<file path="config.mk">
export PLATFORM = sky130hd
export DESIGN_NAME = skinny_sbox8_dom1_array_seq
export DESIGN_NICKNAME = d
export VERILOG_FILES = /design/src/rtl/skinny_sbox8_dom1_array_seq.sv
export SDC_FILE = /design/constraint.sdc
export NUM_CORES = 1
export LEC_CHECK = 0
export CAP_MARGIN = 20
export CORE_MARGIN = 1.5
export CORE_UTILIZATION = 50
export DETAILED_ROUTE_END_ITERATION = 8
export PLACE_DENSITY_LB_ADDON = 0.15
export SETUP_SLACK_MARGIN = 0.1
export SLEW_MARGIN = 20
export SYNTH_ARGS = -nofsm -noshare
export SYNTH_HDL_FRONTEND = slang
export SYNTH_SLANG_ARGS = --single-unit
</file>
<file path="constraint.sdc">
create_clock -name clk -period 5.8 [get_ports clk]
set_input_delay 1.74 -clock clk [delete_from_list [all_inputs] [get_ports clk]]
set_output_delay 1.74 -clock clk [all_outputs]
set_load 0.05 [all_outputs]
</file>
<file path="src/rtl/skinny_sbox8_dom1_array_seq.sv">
// First-order DOM-indep masked SKINNY-128 8-bit S-box array with its own 24-phase sequencer.
// Each S-box evaluates four dependent layers of the registered two-share (x nor y) xor z gadget.
module skinny_sbox8_dom1_array_seq #(
    parameter int NSB = 1
) (
    input  logic             clk,
    input  logic             rst,
    input  logic             in_valid,
    output logic             in_ready,
    input  logic [8*NSB-1:0] si0,
    input  logic [8*NSB-1:0] si1,
    input  logic [8*NSB-1:0] r,
    output logic             out_valid,
    input  logic             out_ready,
    output logic [8*NSB-1:0] bo0,
    output logic [8*NSB-1:0] bo1
);
    localparam int W = 8 * NSB;

    typedef enum logic [1:0] {IDLE, BUSY, DONE} state_t;

    state_t       state, state_nxt;
    logic [4:0]   ph, ph_nxt;
    logic         accept;
    logic [23:0]  cyc;
    logic [W-1:0] si0_q, si1_q, r_q;

    always_ff @(posedge clk or posedge rst) begin
        if (rst) begin
            state <= IDLE;
            ph    <= 5'd0;
            si0_q <= '0;
            si1_q <= '0;
            r_q   <= '0;
        end else begin
            state <= state_nxt;
            ph    <= ph_nxt;
            if (accept) begin
                si0_q <= si0;
                si1_q <= si1;
                r_q   <= r;
            end
        end
    end

    always_comb begin
        state_nxt = state;
        ph_nxt    = ph;
        accept    = 1'b0;
        in_ready  = 1'b0;
        out_valid = 1'b0;
        case (state)
            IDLE: begin
                in_ready = 1'b1;
                if (in_valid) begin
                    accept    = 1'b1;
                    state_nxt = BUSY;
                    ph_nxt    = 5'd0;
                end
            end
            BUSY: begin
                if (ph == 5'd23) begin
                    state_nxt = DONE;
                    ph_nxt    = 5'd0;
                end else begin
                    ph_nxt = ph + 5'd1;
                end
            end
            DONE: begin
                out_valid = 1'b1;
                if (out_ready) state_nxt = IDLE;
            end
            default: state_nxt = IDLE;
        endcase
    end

    assign cyc = (state == BUSY) ? (24'd1 << ph) : 24'd0;

    for (genvar k = 0; k < NSB; k++) begin : g_sb
        logic [7:0] b0, b1, rk, a0, a1;
        logic [7:0] x0, x1, y0, y1, z0, z1;

        assign b0 = si0_q[8*k +: 8];
        assign b1 = si1_q[8*k +: 8];
        assign rk = r_q[8*k +: 8];

        // Operand wiring for a7..a0; later layers read earlier f registers.
        assign x0 = {a0[4], a0[3], a0[2], a0[1], a0[0], b0[2], b0[3], b0[7]};
        assign x1 = {a1[4], a1[3], a1[2], a1[1], a1[0], b1[2], b1[3], b1[7]};
        assign y0 = {a0[5], a0[0], a0[3], b0[3], a0[1], b0[1], b0[2], b0[6]};
        assign y1 = {a1[5], a1[0], a1[3], b1[3], a1[1], b1[1], b1[2], b1[6]};
        assign z0 = {b0[2], b0[3], b0[7], b0[1], b0[5], b0[6], b0[0], b0[4]};
        assign z1 = {b1[2], b1[3], b1[7], b1[1], b1[5], b1[6], b1[0], b1[4]};

        for (genvar j = 0; j < 8; j++) begin : g_fn
            localparam int S = (j < 3) ? 0 : (j < 5) ? 1 : (j < 7) ? 2 : 3;

            logic [5:0] c;
            logic g0, g1, t0, t1, f0, f1;
            logic p0_x1, p0_y1, p0_z1, p1_x0, p1_y0, p1_z0;
            logic p2_x1, p2_y0, p2_r, p3_x0, p3_y1, p3_r;
            logic p4_t0, p4_g0, p5_t1, p5_g1;

            assign c = cyc[6*S +: 6];

            // Operands are zeroed outside their phase so no cone combines both shares.
            assign p0_x1 = x1[j] & c[0];
            assign p0_y1 = y1[j] & c[0];
            assign p0_z1 = z1[j] & c[0];
            assign p1_x0 = x0[j] & c[1];
            assign p1_y0 = y0[j] & c[1];
            assign p1_z0 = z0[j] & c[1];
            assign p2_x1 = x1[j] & c[2];
            assign p2_y0 = y0[j] & c[2];
            assign p2_r  = rk[j] & c[2];
            assign p3_x0 = x0[j] & c[3];
            assign p3_y1 = y1[j] & c[3];
            assign p3_r  = rk[j] & c[3];
            assign p4_t0 = t0 & c[4];
            assign p4_g0 = g0 & c[4];
            assign p5_t1 = t1 & c[5];
            assign p5_g1 = g1 & c[5];

            always_ff @(posedge clk or posedge rst) begin
                if (rst) begin
                    g0 <= 1'b0;
                    g1 <= 1'b0;
                    t0 <= 1'b0;
                    t1 <= 1'b0;
                    f0 <= 1'b0;
                    f1 <= 1'b0;
                end else begin
                    if (c[0]) g1 <= (~p0_x1 & ~p0_y1) ^ p0_z1;
                    if (c[1]) g0 <= (p1_x0 & p1_y0) ^ p1_z0;
                    if (c[2]) t1 <= (~p2_x1 & p2_y0) ^ p2_r;
                    if (c[3]) t0 <= (p3_x0 & ~p3_y1) ^ p3_r;
                    if (c[4]) f0 <= p4_t0 ^ p4_g0;
                    if (c[5]) f1 <= p5_t1 ^ p5_g1;
                end
            end

            assign a0[j] = f0;
            assign a1[j] = f1;
        end

        assign bo0[8*k +: 8] = {a0[3], a0[0], a0[1], a0[6], a0[4], a0[2], a0[5], a0[7]};
        assign bo1[8*k +: 8] = {a1[3], a1[0], a1[1], a1[6], a1[4], a1[2], a1[5], a1[7]};
    end
endmodule

</file>
==> metrics.md <==
| Metric | Value |
|---|---|
| Status | finished clean |
| Most used DFF post-synth | dfrtp_1 |
| Switching share of power | 40.10% |
| CTS clk-pin slew, worst paths | 0.08 ns |
| Netlist cell types | 30 |
| CP Class | flip-flop to primary output |
| # port buffers | 45 |
| CTS H-tree depth | 3 |
| Classification of the worst-slack hold path | flip-flop to flip-flop |
| Setup bufs post-CTS | 0 |
| Fin area | 0.004569 mm² |
| DR pass1 iterations | 4 |
| Combinational power share | 42.9% |
| R2r setup slk | 3.59 ns |
| Tmin final | 3.652 ns |
| Starting Density | 51.34% |
| Detailed placer's ending HPWL | 5.398 mm |
| Cell area after synthesis | 0.003926 mm² |
| First-pass GRT wire length | 12.71 mm |
| Final #Nets | 397 |
| Initial antenna violation count | 0 |
| Final Setup Violations | 0 |
| Final hold vios | 0 |
| Syn Nets | 365 |
| Placed insts | 454 |
| Vias in the first global route | 2,520 |
| Worst-Skew Late Latency | 0.35 ns |
| FP Rows | 32 |
| CTS tree | built |
| Cts repair resizes | 0 |
| Synth-to-Final Area Change | 16.38% |
| Commonest non-fill, non-tap cells in the layout | dfrtp_1, mux2_2, clkdlybuf4s50_1 |
| EDFF count, synth | 0 |
| Avg Synthesized Cell Area | 11.86 µm² |
| VDD IR max | 0.2447 mV |
| Clock Skews | 0.007860 ns |
| Final std cells w/o fill | 470 |
| Hold-fix buffers, CTS | 0 |
| Core area | 0.007647 mm² |
| Post-synth ARST share | 100.0% |
| All-Layer GR Usage | 20.01% |
| Min Hold Slack | 0.5069 ns |
| Hold Crit Depth | 1 |
| Final Cycle Share | 62.96% |
| RSZ-0062 raised after global routing | no |
| Internal power | 1.674 mW |
| Arr. time, crit path | 1.91 ns |
| Worst slew pin tran | 0.9674 ns |
| # diodes | 0 |
| Place WS | 2.083 ns |
| Remaining DRCs | 0 |
| Clock power share | 16.9% |
| Post-synthesis cell count | 331 |
| Share of post-route cells with drive strength above 1 | 20.11% |
| DIE AREA | 0.008393 mm² |
| Max-cap violations | 0 |
| GPL Wtd Cong | 0.8035 |
| CP endpoint kind | primary output |
| Placed cell area | 0.004337 mm² |
| CTS buffer count | 9 |
| CP Max Fanout | 7 |
| Per-cell routed wire length | 15.87 µm |
| Nature of the critical path startpoint | flip-flop |
| Vias per cell | 5.253 |
| Setup ws final | 2.148 ns |
| Slew headroom | 35.24% |
| Net Switching | 1.120 mW |
| Commonest non-fill, non-tap cell in the layout | dfrtp_1 |
| Final ANT Viol Nets | 0 |
| WL final | 7.460 mm |
| DR vias | 2,469 |
| Cell Pwr Density | 611.4 mW/mm² |
| Grt total ovfl | 0 |
| Clock buffer depth | 2 |
| Final Max Slew Viols | 0 |
| FF+latch count, synth | 79 |
| Setup TNS | 0 ns |
| Clk sink count | 79 |
| Register area share after synthesis | 50.35% |
| Sequential power share | 40.2% |
| # IOs | 46 |
| Synth warn | 0 |
| Final core utilization | 59.75% |
| Root Driver | clkbuf_8 |
| Fmax achieved | 0.2738 GHz |
| Vert. Die Dim | 91.62 µm |
| Worst r2r path cells | 3 |
| WP data required | 4.06 ns |
| Static leakage | 1.945 nW |
| Drt initial violations | 125 |
| Total power draw | 2.794 mW |
| Largest net degree at the start of global routing | 48 |
| Die Wd | 91.62 µm |
-- layout make-up --
cell class | count | area, µm²
clock inverter | 4 | 76.32
sequential | 79 | 1977
tap | 102 | 127.6
inverter | 7 | 27.53
multi-input combinational | 220 | 1748
clock buffer | 12 | 155.1
fill | 648 | 3078
timing repair buffer | 46 | 457.9
-- cell usage after synthesis, types with 2 or more instances --
| cell type | count | share of area (%) |
|---|---|---|
| a31oi_1 | 12 | 1.9 |
| nor2b_1 | 17 | 2.7 |
| o21ai_0 | 2 | 0.25 |
| nand2_1 | 19 | 1.8 |
| dfrtp_1 | 79 | 50 |
| and3_1 | 2 | 0.32 |
| inv_1 | 7 | 0.67 |
| mux2_2 | 53 | 15 |
| a21oi_1 | 23 | 2.9 |
| nand3_1 | 5 | 0.64 |
| ha_1 | 6 | 1.9 |
| clkbuf_1 | 3 | 0.29 |
| buf_4 | 17 | 3.3 |
| and4bb_2 | 2 | 0.64 |
| a32o_1 | 2 | 0.51 |
| nand2b_1 | 6 | 0.96 |
| xor2_1 | 24 | 5.4 |
| nor2_1 | 9 | 0.86 |
| and2_1 | 4 | 0.64 |
| buf_6 | 2 | 0.57 |
| xnor2_1 | 24 | 5.4 |
| buf_2 | 3 | 0.38 |
| a41oi_1 | 3 | 0.67 |
-- cell families (layout without fill, tap and decap cells) --
family / Yosys count / in the layout / synth area share (%)
buffers and inverters: 32 / 69 / 5.162
adder cells (fa/ha/maj): 6 / 6 / 1.912
XOR/XNOR: 48 / 48 / 10.71
AND/OR/NAND/NOR: 67 / 67 / 9.560
AO/OA/AOI/OAI: 45 / 45 / 6.820
flip-flops: 79 / 79 / 50.35
multiplexers: 54 / 54 / 15.49
-- worst paths after layout --
path	from	end
setup / recovery	state[1]$_DFFE_PP0P_	out_valid
hold / removal	g_sb[0].g_fn[6].f1$_DFFE_PP0N_	g_sb[0].g_fn[6].f1$_DFFE_PP0N_
setup reg to reg	state[1]$_DFFE_PP0P_	g_sb[0].g_fn[1].f1$_DFFE_PP0N_
hold reg to reg	g_sb[0].g_fn[6].f1$_DFFE_PP0N_	g_sb[0].g_fn[6].f1$_DFFE_PP0N_
max in group asynchronous	rst	g_sb[0].g_fn[1].t1$_DFFE_PP0P_
min in group asynchronous	rst	state[1]$_DFFE_PP0P_
-- power groups by stage --
| stage | clock network (mW) | registers (mW) | logic [mW] |
|---|---|---|---|
| floorplan | 0 | 1.02 | 1.06 |
| global placement | 0 | 1.13 | 1.18 |
| detailed placement | 0 | 1.14 | 1.21 |
| CTS | 0.480 | 1.13 | 1.21 |
| global route | 0.505 | 1.17 | 1.32 |
| finish | 0.472 | 1.12 | 1.20 |
-- worst max-delay path, stage by stage, from the launching register on --
cell,delay [ns]
dfrtp_1,0.50
nor2b_1,0.23
clkdlybuf4s50_1,0.83
-- per-layer routing --
| metal | GRT usage, % | up-vias | wire [µm] |
|---|---|---|---|
| met4 | 7.552 | 0 | 126 |
| met1 | 25.64 | 1227 | 3353 |
| li1 | - | 1189 | - |
| met3 | 4.643 | 12 | 269 |
| met2 | 33.02 | 41 | 3710 |
| met5 | 0 | - | 0 |
Power figures use the tool's default switching activity.
